[src/rtl/disp_pkg.sv]
// Shared 7-segment constants and BCD decode helper for the display scanner.
// Segment bit order is {g,f,e,d,c,b,a}, lit = 1.
package disp_pkg;

    localparam logic [6:0] SEG_0    = 7'h3F;
    localparam logic [6:0] SEG_1    = 7'h06;
    localparam logic [6:0] SEG_2    = 7'h5B;
    localparam logic [6:0] SEG_3    = 7'h4F;
    localparam logic [6:0] SEG_4    = 7'h66;
    localparam logic [6:0] SEG_5    = 7'h6D;
    localparam logic [6:0] SEG_6    = 7'h7D;
    localparam logic [6:0] SEG_7    = 7'h07;
    localparam logic [6:0] SEG_8    = 7'h7F;
    localparam logic [6:0] SEG_9    = 7'h6F;
    localparam logic [6:0] SEG_DASH = 7'h40;
    localparam logic [6:0] SEG_OFF  = 7'h00;

    // Codes A-F are not valid BCD and show a dash rather than a hex glyph.
    function automatic logic [6:0] bcd_to_seg(input logic [3:0] bcd);
        logic [6:0] seg;
        case (bcd)
            4'd0:    seg = SEG_0;
            4'd1:    seg = SEG_1;
            4'd2:    seg = SEG_2;
            4'd3:    seg = SEG_3;
            4'd4:    seg = SEG_4;
            4'd5:    seg = SEG_5;
            4'd6:    seg = SEG_6;
            4'd7:    seg = SEG_7;
            4'd8:    seg = SEG_8;
            4'd9:    seg = SEG_9;
            default: seg = SEG_DASH;
        endcase
        return seg;
    endfunction

endpackage

[src/rtl/bcd_seg_decoder.sv]
// Purely combinational 4-bit BCD to 7-segment decoder, lit-high output.
module bcd_seg_decoder
    import disp_pkg::*;
(
    input  logic [3:0] bcd,
    output logic [6:0] seg_lit
);

    always_comb begin
        seg_lit = bcd_to_seg(bcd);
    end

endmodule

[src/rtl/bcd_display_scanner.sv]
// Time-multiplexed common-anode 7-segment scanner with BCD snapshot and leading-zero blanking.
// Optional whole-display flashing is built in when DISP_BLINK_EN is defined.
module bcd_display_scanner
    import disp_pkg::*;
#(
    parameter int DIGITS         = 4,
    parameter int SCAN_DIV       = 50000,
    parameter bit SEG_ACTIVE_LOW = 1'b1,
    parameter bit AN_ACTIVE_LOW  = 1'b1,
    parameter int BLINK_DIV      = 64
) (
    input  logic                      clk,
    input  logic                      clr,
    input  logic [4*DIGITS-1:0]       bcd_in,
    input  logic                      bcd_valid,
    input  logic                      blank_lz,
`ifdef DISP_BLINK_EN
    input  logic                      blink,
`endif
    output logic [6:0]                seg,
    output logic [DIGITS-1:0]         an,
    output logic [$clog2(DIGITS)-1:0] digit_idx
);

    localparam int IDX_W = $clog2(DIGITS);
    localparam int PRE_W = $clog2(SCAN_DIV);

    localparam logic [6:0]        SEG_IDLE = SEG_ACTIVE_LOW ? ~SEG_OFF : SEG_OFF;
    localparam logic [DIGITS-1:0] AN_IDLE  = AN_ACTIVE_LOW ? {DIGITS{1'b1}} : {DIGITS{1'b0}};

    logic [4*DIGITS-1:0] shadow_q, shadow_d;
    logic [PRE_W-1:0]    presc_q, presc_d;
    logic [IDX_W-1:0]    idx_q, idx_d;
    logic [6:0]          seg_q, seg_d;
    logic [DIGITS-1:0]   an_q, an_d;

    logic                slot_done;
    logic [3:0]          digit_val;
    logic [6:0]          seg_lit;
    logic [6:0]          seg_sel;
    logic [DIGITS-1:0]   an_sel;
    logic [DIGITS-1:0]   blank_mask;
    logic                blank_sel;
    logic                lead_zero;
    logic                blink_gate;

    bcd_seg_decoder u_dec (
        .bcd     (digit_val),
        .seg_lit (seg_lit)
    );

    // Digit i is a leading zero when every shadow digit from the top down to i is zero.
    always_comb begin
        lead_zero  = 1'b1;
        blank_mask = '0;
        for (int i = DIGITS - 1; i > 0; i--) begin
            lead_zero     = lead_zero & (shadow_q[4*i +: 4] == 4'd0);
            blank_mask[i] = lead_zero;
        end
    end

    always_comb begin
        slot_done = (presc_q == PRE_W'(SCAN_DIV - 1));
        presc_d   = slot_done ? '0 : presc_q + 1'b1;
        idx_d     = idx_q;
        if (slot_done) begin
            idx_d = (idx_q == IDX_W'(DIGITS - 1)) ? '0 : idx_q + 1'b1;
        end
        shadow_d = bcd_valid ? bcd_in : shadow_q;

        digit_val = 4'd0;
        blank_sel = 1'b0;
        an_sel    = '0;
        for (int i = 0; i < DIGITS; i++) begin
            if (idx_d == IDX_W'(i)) begin
                digit_val = shadow_q[4*i +: 4];
                blank_sel = blank_mask[i];
                an_sel[i] = 1'b1;
            end
        end

        // Anodes stay off in the first cycle of each slot so the new segments settle first.
        if (presc_d == '0 || blink_gate) begin
            an_sel = '0;
        end

        seg_sel = (blank_lz && blank_sel) ? SEG_OFF : seg_lit;
        seg_d   = SEG_ACTIVE_LOW ? ~seg_sel : seg_sel;
        an_d    = AN_ACTIVE_LOW ? ~an_sel : an_sel;
    end

    always_ff @(posedge clk) begin
        if (!clr) begin
            shadow_q <= '0;
            presc_q  <= '0;
            idx_q    <= '0;
            seg_q    <= SEG_IDLE;
            an_q     <= AN_IDLE;
        end else begin
            shadow_q <= shadow_d;
            presc_q  <= presc_d;
            idx_q    <= idx_d;
            seg_q    <= seg_d;
            an_q     <= an_d;
        end
    end

`ifdef DISP_BLINK_EN
    localparam int BLK_W = (BLINK_DIV > 1) ? $clog2(BLINK_DIV) : 1;

    logic [BLK_W-1:0] blink_cnt_q, blink_cnt_d;
    logic             blink_off_q, blink_off_d;

    // The phase keeps advancing while blink is low so re-enabling resumes the same cadence.
    always_comb begin
        blink_cnt_d = blink_cnt_q;
        blink_off_d = blink_off_q;
        if (slot_done) begin
            if (blink_cnt_q == BLK_W'(BLINK_DIV - 1)) begin
                blink_cnt_d = '0;
                blink_off_d = ~blink_off_q;
            end else begin
                blink_cnt_d = blink_cnt_q + 1'b1;
            end
        end
        blink_gate = blink && blink_off_d;
    end

    always_ff @(posedge clk) begin
        if (!clr) begin
            blink_cnt_q <= '0;
            blink_off_q <= 1'b0;
        end else begin
            blink_cnt_q <= blink_cnt_d;
            blink_off_q <= blink_off_d;
        end
    end
`else
    // BLINK_DIV has no effect in this build; fold it into a dummy so it is not left dangling.
    logic unused_blink_div;
    assign unused_blink_div = ^BLINK_DIV;
    assign blink_gate       = 1'b0;
`endif

    assign seg       = seg_q;
    assign an        = an_q;
    assign digit_idx = idx_q;

endmodule
[config.mk]
export PLATFORM = sky130hd
export DESIGN_NAME = bcd_display_scanner
export DESIGN_NICKNAME = d
export VERILOG_FILES = /design/src/rtl/disp_pkg.sv /design/src/rtl/bcd_seg_decoder.sv /design/src/rtl/bcd_display_scanner.sv
export SDC_FILE = /design/constraint.sdc
export NUM_CORES = 1
export LEC_CHECK = 0
export ABC_AREA = 1
export CAP_MARGIN = 30
export CORE_MARGIN = 4
export CORE_UTILIZATION = 30
export CTS_BUF_LIST = sky130_fd_sc_hd__clkbuf_2
export DETAILED_ROUTE_END_ITERATION = 12
export SLEW_MARGIN = 15
export SYNTH_ARGS = -nofsm -noshare
export SYNTH_HDL_FRONTEND = slang
export SYNTH_SLANG_ARGS = --single-unit
[constraint.sdc]
create_clock -name clk -period 2.85 [get_ports clk]
set_input_delay 0.57 -clock clk [delete_from_list [all_inputs] [get_ports clk]]
set_output_delay 0.57 -clock clk [all_outputs]
set_load 0.01 [all_outputs]
==> results of run 1 <==
==> state kept, by name, summed over array words and instances (netlist names) <==
name and cells:
an 4, digit_idx 2, shadow_q 16, presc_q 16, seg 7
==> worst max-delay path by stage <==
| stage | to | slack, ps | from |
|---|---|---|---|
| 2_1_floorplan | seg[3] | 760 | presc_q[0] |
| 3_3_place_gp | seg[3] | 640 | presc_q[0] |
| 3_5_place_dp | seg[3] | 580 | presc_q[0] |
| 4_1_cts | seg[3] | 520 | presc_q[0] |
| 5_1_grt | seg[3] | 250 | presc_q[0] |
| 6_report | seg[3] | 540 | presc_q[0] |
==> cells in the final DEF, fill, tap and decap left out, types with 8 or more instances in the layout <==
cell type / instances
sky130_fd_sc_hd__inv_1: 28
sky130_fd_sc_hd__o21ai_0: 19
sky130_fd_sc_hd__nand3_2: 8
sky130_fd_sc_hd__nand2_1: 41
sky130_fd_sc_hd__nand2_2: 13
sky130_fd_sc_hd__nor2_2: 9
sky130_fd_sc_hd__nand3_1: 39
sky130_fd_sc_hd__dfxtp_1: 45
sky130_fd_sc_hd__clkdlybuf4s50_1: 32
sky130_fd_sc_hd__nor2_1: 54
sky130_fd_sc_hd__nand2_4: 11
==> logic make-up (layout without fill, tap and decap cells) <==
kind of cell,after synthesis,in the layout,share of synthesized area
and+or+nand+nor,201,201,0.4591
DFF,45,45,0.3566
buffers and inverters,40,74,0.06389
AOI/OAI and AO/OA,32,32,0.06834
adders and majority gates,7,7,0.03467
xor gates and xnor gates,5,5,0.01734
==> where the power goes <==
part / total (mW) / leakage [nW] / internal (mW) / switching (mW)
Sequential: 0.680 / 0.370 / 0.662 / 0.0185
Combinational: 0.167 / 0.918 / 0.0825 / 0.0844
Clock: 0.355 / 0.0366 / 0.145 / 0.210
==> critical path: cells and delay by family, from the launching register on <==
family                   cells  cell delay [ps]
flip-flops                   1              390
AND/OR/NAND/NOR             12             1250
buffers and inverters        1               60
adder cells (fa/ha/maj)      2              530
==> cell type report <==
type                    count  area, um2  area share
multi-input cells         245       1464      0.4851
flip-flops and latches     45      900.9      0.2985
repair buffers             33      327.8      0.1086
well taps                 105      131.4     0.04353
inverters                  33      127.6     0.04229
clock inverters             3      41.29     0.01368
clock buffers               5      25.02    0.008292
==> through the flow <==
| step | instances | hold WS, ps | power (mW) | setup slack, ps |
|---|---|---|---|---|
| 6_report | 469 | 500.5 | 1.202 | 539.4 |
| 5_1_grt | 469 | 530.4 | 1.264 | 253.1 |
| 4_1_cts | 469 | 506.1 | 1.224 | 520.3 |
| 3_5_place_dp | 461 | 478.1 | 0.8617 | 577.8 |
| 3_3_place_gp | 461 | 468.5 | 0.8609 | 643.6 |
| 2_1_floorplan | 330 | 434.3 | 0.7865 | 759.7 |
==> layer usage <==
layer  vias to the layer above  share of wire
met2                        50           0.43
met3                         6          0.047
li1                       1130              -
met1                       985           0.51
met4                         0          0.014
met5                         -              0
==> flow_metrics.env, run 1 <==
export IMPL_final_period_minus_worst_setup_slack_ps=2311
export IMPL_area_growth_syn_to_layout_pct=19.46
export IMPL_outcome="completed"
export IMPL_detailroute_via_count=2171
export IMPL_synth_net_count=357
export IMPL_die_x_um=99.77
export IMPL_synth_area_top_cells="sky130_fd_sc_hd__dfxtp_1 36%, sky130_fd_sc_hd__nor2_1 8.0%, sky130_fd_sc_hd__nand3_1 7.7%"
export IMPL_synth_enable_flop_cells=0
export IMPL_synth_top_flop_cell="sky130_fd_sc_hd__dfxtp_1"
export IMPL_total_leakage_power_nw=1.325
export IMPL_synthMostInstantiatedCell="sky130_fd_sc_hd__nor2_1"
export IMPL_placement_io_buffers=32
export IMPL_drt_vias_per_instance=4.629
export IMPL_regToRegStartpoint="presc_q[0]"
export IMPL_maxSlewHeadroom=0.6330
export IMPL_design_final_nets=390
export IMPL_ctsHtreeMaxLevel=2
export IMPL_grt_util_met3=0.02314
export IMPL_filler_cell_count=847
export IMPL_grt_overflow_total=0
export IMPL_wl_um=5337
export IMPL_report_final_hold_viol_count=0
export IMPL_postCtsSetupRepairBufs=0
export IMPL_grt_busiest_layer="met2"
export IMPL_drtIter0Drc=89
export IMPL_max_cap_viol_count=0
export IMPL_detailedPlacementHpwl_um=4282
export IMPL_timing_max_transition_violations_final=0
export IMPL_synthDominantCellAreaShare=0.3566
export IMPL_via_count_of_the_first_global_routing_pass=2007
export IMPL_timing_hold_worst_path_depth=2
export IMPL_floorplan_die_area_um2=9953
export IMPL_pwr_density_cell_nw_per_um2=398.4
export IMPL_grt_antenna_before_repair=0
export IMPL_final_setup_skew_ps=28.54
export IMPL_synth_async_reset_ratio=0
export IMPL_drc=0
export IMPL_syn_area_um2=2526
export IMPL_fin_area_um2=3018
export IMPL_yosys_area_top_type="sky130_fd_sc_hd__dfxtp_1"
export IMPL_clk_path_buf_depth=2
export IMPL_seq_area_frac_synth=0.3566
export IMPL_endpoint_kind="flip-flop"
export IMPL_all_layer_gr_usage=0.1127
export IMPL_yosys_warnings=0
export IMPL_worst_skew_pair_late_latency_ps=420
export IMPL_timing_final_setup_violations=0
export IMPL_number_of_top_level_pins=33
export IMPL_start_util=0.3074
export IMPL_crit_path_cell_trace="ha_1 -> nand3_4 -> nor2_4 -> nand2_4 -> nand2_4 -> nand2_4 -> nor2_2 -> nand2_1 -> nand3_1 -> nand2_2 -> ha_1 -> inv_1 -> nand3_1 -> nand3_1 -> nand3_1"
export IMPL_antenna_left=0
export IMPL_diodes=0
export IMPL_grt_first_pass_wirelength_um=9266
export IMPL_final_core_util=0.3673
export IMPL_grt_setup_unrepaired="false"
export IMPL_drive_above_1_share=0.1868
export IMPL_worstSetupStartpointType="flip-flop"
export IMPL_cts_tree="built"
export IMPL_slowest_stage_delay_cp_ps=390
export IMPL_numCtsBuffers=5
export IMPL_setup_tns_final_ps=0
export IMPL_clk_transition_reported_paths_ps=240
export IMPL_critPathArrivalTime_ps=2630
export IMPL_worstHoldStart="shadow_q[12]"
export IMPL_synth_common_cells="54 x sky130_fd_sc_hd__nor2_1, 45 x sky130_fd_sc_hd__dfxtp_1, 41 x sky130_fd_sc_hd__nand2_1"
export IMPL_detailed_place_area_um2=2952
export IMPL_postSynthAreaPerCell_um2=7.655
export IMPL_worst_path_max_fanout=7
export IMPL_timing_reg2reg_setup_slack_ps=540
export IMPL_floorplan_die_height_um=99.77
export IMPL_drt_pass1_iter_count=4
export IMPL_final_period_utilization=0.8107
export IMPL_groute_layer_met2_usage=0.1698
export IMPL_post_synth_inst_count=330
export IMPL_grt_max_degree=23
export IMPL_weighted_congestion_reported_at_the_end_of_routability_driven_placement=0.8590
export IMPL_floorplan_rows=33
export IMPL_ys_ff_latch=45
export IMPL_cts_root_buffer_cell="sky130_fd_sc_hd__clkbuf_2"
export IMPL_crit_reg2reg_capture="seg[3]"
export IMPL_wire_per_inst_um=11.38
export IMPL_groute_layer_met1_usage=0.1613
export IMPL_hold_path_end="shadow_q[12]"
export IMPL_yosysUniqueCellTypes=37
export IMPL_critPathRequiredTime_ps=3170
export IMPL_critical_path_slowest_cell="sky130_fd_sc_hd__dfxtp_1"
export IMPL_cts_repair_resized=0
export IMPL_min_path_type="flip-flop to flip-flop"
export IMPL_max_slew_worst_pin_slew_ps=549.8
export IMPL_core_area_um2=8217
export IMPL_holdBufCountCts=0
export IMPL_tritoncts_num_sinks=45
export IMPL_path_class="flip-flop to flip-flop"
export IMPL_max_vdd_ir_drop_mv=0.1495
export IMPL_timing_reg2reg_worst_path_depth=15
export IMPL_achievable_frequency_mhz=432.8
export IMPL_critical_path_most_common_cell="sky130_fd_sc_hd__nand3_1"
Note: power is estimated with default switching activity, not from simulation.
==> run 2, diff against run 1 <==
==> constraint.sdc (replaced) <==
create_clock -name clk -period 2.2 [get_ports clk]
set_input_delay 0.44 -clock clk [delete_from_list [all_inputs] [get_ports clk]]
set_output_delay 0.44 -clock clk [all_outputs]
set_load 0.01 [all_outputs]
==> flow_metrics.env, run 2 (same netlist as run 1, synthesis figures left out) <==
export IMPL_outcome="completed"
export IMPL_worst_skew_pair_late_latency_ps=420
export IMPL_drtIter0Drc=96
export IMPL_area_growth_syn_to_layout_pct=35.61
export IMPL_detailed_place_area_um2=3087
export IMPL_worstSetupStartpointType="flip-flop"
export IMPL_drc=0
export IMPL_clk_transition_reported_paths_ps=240
export IMPL_slowest_stage_delay_cp_ps=410
export IMPL_drive_above_1_share=0.3231
export IMPL_critical_path_slowest_cell="sky130_fd_sc_hd__dfxtp_2"
export IMPL_via_count_of_the_first_global_routing_pass=2092
export IMPL_start_util=0.3074
export IMPL_layout_cells_non_filler=495
export IMPL_final_period_utilization=0.9977
export IMPL_min_path_type="flip-flop to flip-flop"
export IMPL_floorplan_die_height_um=99.77
export IMPL_final_cell_mix="52 x sky130_fd_sc_hd__nor2_1, 39 x sky130_fd_sc_hd__nand2_1, 36 x sky130_fd_sc_hd__dfxtp_1"
export IMPL_final_core_util=0.4169
export IMPL_die_x_um=99.77
export IMPL_antenna_left=0
export IMPL_cts_tree="built"
export IMPL_core_area_um2=8217
export IMPL_worst_path_max_fanout=5
export IMPL_endpoint_kind="flip-flop"
export IMPL_floorplan_rows=33
export IMPL_critPathRequiredTime_ps=2530
export IMPL_grt_overflow_total=0
export IMPL_fin_hold_ws_ps=493.5
export IMPL_numCtsBuffers=5
export IMPL_critPathArrivalTime_ps=2530
export IMPL_timing_max_transition_violations_final=0
export IMPL_filler_cell_count=815
export IMPL_ctsHtreeMaxLevel=2
export IMPL_grt_setup_unrepaired="true"
export IMPL_grt_first_pass_wirelength_um=9666
export IMPL_grt_max_degree=23
export IMPL_timing_final_setup_violations=0
export IMPL_tritoncts_num_sinks=45
export IMPL_total_leakage_power_nw=1.517
export IMPL_total_power_mw=1.712
export IMPL_placement_io_buffers=32
export IMPL_achievable_frequency_mhz=455.6
export IMPL_maxSlewHeadroom=0.6097
export IMPL_report_final_hold_viol_count=0
export IMPL_wl_um=5911
export IMPL_floorplan_die_area_um2=9953
export IMPL_number_of_top_level_pins=33
export IMPL_final_ws_setup_ps=4.957
export IMPL_regArea_um2=914.6
export IMPL_critical_path_most_common_cell="sky130_fd_sc_hd__nand2_2"
export IMPL_diodes=0
export IMPL_setup_tns_final_ps=0
export IMPL_all_layer_gr_usage=0.1182
export IMPL_wire_per_inst_um=11.94
export IMPL_total_area_of_multi_input_combinational_cells_um2=1639
export IMPL_pwr_density_cell_nw_per_um2=499.8
export IMPL_clk_path_buf_depth=2
export IMPL_cts_root_buffer_cell="sky130_fd_sc_hd__clkbuf_2"
export IMPL_max_cap_viol_count=0
export IMPL_final_setup_skew_ps=19.11
export IMPL_drt_vias_per_instance=4.525
export IMPL_detailedPlacementHpwl_um=4463
export IMPL_holdBufCountCts=0
export IMPL_drt_pass1_iter_count=4
export IMPL_place_worst_setup_slack_ps=-39.52
export IMPL_design_final_nets=416
export IMPL_timing_critical_path_buf_inv=2
export IMPL_max_slew_worst_pin_slew_ps=584.8
export IMPL_layout_commonest_cell="sky130_fd_sc_hd__nor2_1"
export IMPL_max_vdd_ir_drop_mv=0.2378
export IMPL_final_period_minus_worst_setup_slack_ps=2195
export IMPL_fin_area_um2=3426
export IMPL_crit_path_cell_trace="nand2_1 -> inv_1 -> nand2_2 -> nor2_4 -> nand2_2 -> nand2_2 -> nand2_4 -> o21ai_0 -> nand3_2 -> nand2_4 -> buf_4 -> ha_4 -> nand3_4 -> a21oi_2 -> nand2_1"
export IMPL_worst_path_dominant_cell_family="simple AND/OR/NAND/NOR gates"
export IMPL_grt_antenna_before_repair=0
export IMPL_path_class="flip-flop to flip-flop"
export IMPL_detailroute_via_count=2240
export IMPL_placed_cells_incl_taps=479
export IMPL_weighted_congestion_reported_at_the_end_of_routability_driven_placement=0.8704
## run 2: worst paths after layout
kind | slack [ps] | startpoint | endpoint | depth (start not counted)
max | 5 | presc_q[14] | seg[4] | 15
min | 490 | shadow_q[12] | shadow_q[12] | 2
max reg2reg | 5 | presc_q[14] | seg[4] | 15
min reg2reg | 490 | shadow_q[12] | shadow_q[12] | 2
## run 2: worst reg2reg max path, stage by stage, from the launching register on
cell,delay [ps]
sky130_fd_sc_hd__dfxtp_2,410
sky130_fd_sc_hd__nand2_1,60
sky130_fd_sc_hd__inv_1,70
sky130_fd_sc_hd__nand2_2,120
sky130_fd_sc_hd__nor2_4,170
sky130_fd_sc_hd__nand2_2,80
sky130_fd_sc_hd__nand2_2,80
sky130_fd_sc_hd__nand2_4,60
sky130_fd_sc_hd__o21ai_0,250
sky130_fd_sc_hd__nand3_2,140
sky130_fd_sc_hd__nand2_4,130
sky130_fd_sc_hd__buf_4,130
sky130_fd_sc_hd__ha_4,130
sky130_fd_sc_hd__nand3_4,90
sky130_fd_sc_hd__a21oi_2,150
sky130_fd_sc_hd__nand2_1,60
## run 2: repair_timing
item / CTS / global route
setup buffers: 1 / 7
hold endpoints to repair: 0 / 0
pin swaps: 2 / 15
setup endpoints to repair: 4 / 10
resized for setup: 5 / 39
## run 2: per-layer routing
metal | up-vias | track usage | part of all wire
li1 | 1183 | - | -
met1 | 1006 | 0.1669 | 0.49
met2 | 45 | 0.1801 | 0.45
met3 | 6 | 0.02454 | 0.047
met4 | 0 | 0.03676 | 0.013
met5 | - | 0 | 0
## run 2: report_power, final
| group | internal (mW) | switching, mW |
|---|---|---|
| Clock | 0.304 | 0.276 |
| Combinational | 0.127 | 0.123 |
| Sequential | 0.857 | 0.0260 |
| Total | 1.29 | 0.425 |
## run 2: final cells by class
cell class              count  share of cell area
multi-input cells         245              0.4785
inverters                  33             0.03725
flip-flops and latches     45              0.2670
repair buffers             59              0.1527
well taps                 105             0.03835
clock inverters             3             0.01899
clock buffers               5            0.007305
==> run 3, diff against run 2 <==
--- a/config.mk
+++ b/config.mk
@@ -7,6 +7,7 @@
 export LEC_CHECK = 0
 export ABC_AREA = 1
 export CAP_MARGIN = 30
+export CORE_ASPECT_RATIO = 0.7
 export CORE_MARGIN = 4
 export CORE_UTILIZATION = 30
 export CTS_BUF_LIST = sky130_fd_sc_hd__clkbuf_2
==> flow_metrics.env, run 3 (same netlist as run 1, synthesis figures left out) <==
export IMPL_min_path_type="flip-flop to flip-flop"
export IMPL_path_class="flip-flop to flip-flop"
export IMPL_crit_path_cell_trace="ha_4 -> nand3_4 -> nor2_4 -> nand2_2 -> nand2_2 -> nand2_4 -> nand2_4 -> nor2_2 -> o21bai_2 -> buf_4 -> ha_1 -> inv_1 -> nand3_1 -> nand3_1 -> nand3_1"
export IMPL_report_final_hold_viol_count=0
export IMPL_critPathArrivalTime_ps=2430
export IMPL_critical_path_most_common_cell="sky130_fd_sc_hd__nand3_1"
export IMPL_final_cell_mix="51 x sky130_fd_sc_hd__nor2_1, 41 x sky130_fd_sc_hd__nand2_1, 35 x sky130_fd_sc_hd__nand3_1, 35 x sky130_fd_sc_hd__dfxtp_1, 32 x sky130_fd_sc_hd__clkdlybuf4s50_1"
export IMPL_layout_commonest_cell="sky130_fd_sc_hd__nor2_1"
export IMPL_max_vdd_ir_drop_mv=0.2114
export IMPL_detailedPlacementHpwl_um=4976
export IMPL_pwr_density_cell_nw_per_um2=474.7
export IMPL_intPower_mw=1.161
export IMPL_achievable_frequency_mhz=477.0
export IMPL_slowest_stage_delay_cp_ps=400
export IMPL_via_count_of_the_first_global_routing_pass=2124
export IMPL_tritoncts_num_sinks=45
export IMPL_total_leakage_power_nw=1.512
export IMPL_detailroute_via_count=2260
export IMPL_timing_max_transition_violations_final=0
export IMPL_endpoint_kind="flip-flop"
export IMPL_netSwitchingFraction=0.2615
export IMPL_area_growth_syn_to_layout_pct=31.15
export IMPL_setup_tns_final_ps=0
export IMPL_floorplan_rows=27
export IMPL_drive_above_1_share=0.2934
export IMPL_design_final_nets=418
export IMPL_critical_path_slowest_cell="sky130_fd_sc_hd__dfxtp_2"
export IMPL_critPathRequiredTime_ps=2530
export IMPL_timing_final_setup_violations=0
export IMPL_grt_first_pass_wirelength_um=10230
export IMPL_power_switching_uw=411.2
export IMPL_final_setup_skew_ps=28.29
export IMPL_diodes=0
export IMPL_drt_pass1_iter_count=4
export IMPL_antenna_left=0
export IMPL_total_power_mw=1.573
export IMPL_all_layer_gr_usage=0.1248
export IMPL_number_of_top_level_pins=33
export IMPL_wire_per_inst_um=12.60
export IMPL_max_cap_viol_count=0
export IMPL_grt_antenna_before_repair=0
export IMPL_drt_vias_per_instance=4.584
export IMPL_worst_path_dominant_cell_family="simple AND/OR/NAND/NOR gates"
export IMPL_wl_um=6214
export IMPL_start_util=0.3142
export IMPL_share_clk_of_total_power=0.289
export IMPL_worstSetupStartpointType="flip-flop"
export IMPL_power_share_sequential=0.562
export IMPL_max_slew_worst_pin_slew_ps=431.0
export IMPL_worst_skew_pair_late_latency_ps=400
export IMPL_ctsHtreeMaxLevel=2
export IMPL_final_period_utilization=0.9528
export IMPL_power_share_combinational=0.150
export IMPL_floorplan_die_area_um2=9976
export IMPL_maxSlewHeadroom=0.7123
export IMPL_cts_root_buffer_cell="sky130_fd_sc_hd__clkbuf_2"
export IMPL_worst_path_max_fanout=5
export IMPL_drtIter0Drc=118
export IMPL_weighted_congestion_reported_at_the_end_of_routability_driven_placement=0.9301
export IMPL_clk_transition_reported_paths_ps=240
export IMPL_outcome="completed"
export IMPL_clk_path_buf_depth=2
export IMPL_cts_tree="built"
export IMPL_grt_max_degree=23
export IMPL_core_area_um2=8040
export IMPL_placement_io_buffers=32
export IMPL_die_x_um=117.7
export IMPL_final_period_minus_worst_setup_slack_ps=2096
export IMPL_floorplan_die_height_um=84.78
export IMPL_numCtsBuffers=5
export IMPL_grt_overflow_total=0
export IMPL_drc=0
export IMPL_timing_critical_path_buf_inv=2
-- run 3: changes by cell type in the layout (fill, tap and decap cells not counted), sizes merged --
cell	previous run	this run
buf	27	29
bufinv	2	1
clkinv	3	2
clkinvlp	0	1
inv	31	32
-- run 3: stage by stage --
step / instance area, um2 / cells / setup WS (ps) / util / hold WS [ps]
final: 3313 / 493 / 103.8 / 0.4121 / 492.8
after global placement: 3082 / 475 / 60.28 / 0.3833 / 458.7
after global routing: 3313 / 493 / -32.04 / 0.4121 / 526.7
after CTS: 3153 / 483 / 15.28 / 0.3922 / 493.3
after floorplan: 2526 / 330 / 109.7 / - / 434.3
after detailed placement: 3082 / 475 / -33.07 / 0.3833 / 469.4
-- run 3: what timing repair did --
action / 4_1_cts / 5_1_grt
hold buffers: 0 / 0
endpoints found under the setup margin: 3 / 5
gates cloned: 0 / 0
gates resized for setup: 3 / 26
pin swaps: 0 / 14
buffers inserted: 0 / 10
-- run 3: worst register-to-register path: stages (launching register included) --
cell                       delay, ps
sky130_fd_sc_hd__dfxtp_2         400
sky130_fd_sc_hd__ha_4            150
sky130_fd_sc_hd__nand3_4         120
sky130_fd_sc_hd__nor2_4          170
sky130_fd_sc_hd__nand2_2          80
sky130_fd_sc_hd__nand2_2          80
sky130_fd_sc_hd__nand2_4          80
sky130_fd_sc_hd__nand2_4         100
sky130_fd_sc_hd__nor2_2           50
sky130_fd_sc_hd__o21bai_2        190
sky130_fd_sc_hd__buf_4           140
sky130_fd_sc_hd__ha_1            160
sky130_fd_sc_hd__inv_1            50
sky130_fd_sc_hd__nand3_1         100
sky130_fd_sc_hd__nand3_1         110
sky130_fd_sc_hd__nand3_1          60
-- run 3: area by class of cell --
type | count | area [um2]
Multi-Input combinational cell | 245 | 1535
Fill cell | 826 | 4727
Clock inverter | 3 | 41.29
Timing Repair Buffer | 61 | 538.0
Sequential cell | 45 | 918.4
Clock buffer | 5 | 25.02
Inverter | 33 | 128.9
Tap cell | 101 | 126.4
-- run 3: power by group through the flow --
stage	registers (mW)	logic, mW	clock network (mW)
3_3_place_gp	0.900	0.225	0
5_1_grt	0.890	0.264	0.505
3_5_place_dp	0.900	0.226	0
2_1_floorplan	0.900	0.119	0
6_report	0.883	0.235	0.454
4_1_cts	0.885	0.228	0.472
-- run 3: worst paths after layout --
path	cells past startpoint	end	slack [ps]	start
setup reg to reg	15	seg[5]	100	presc_q[1]
hold / removal	2	shadow_q[5]	490	shadow_q[5]
hold reg to reg	2	shadow_q[5]	490	shadow_q[5]
setup / recovery	15	seg[5]	100	presc_q[1]
-- run 3: routing by layer --
metal,global-route usage,share of wire
met3,0.02492,0.061
met4,0.03511,0.0076
met1,0.2012,0.55
met2,0.1611,0.38
met5,0,0
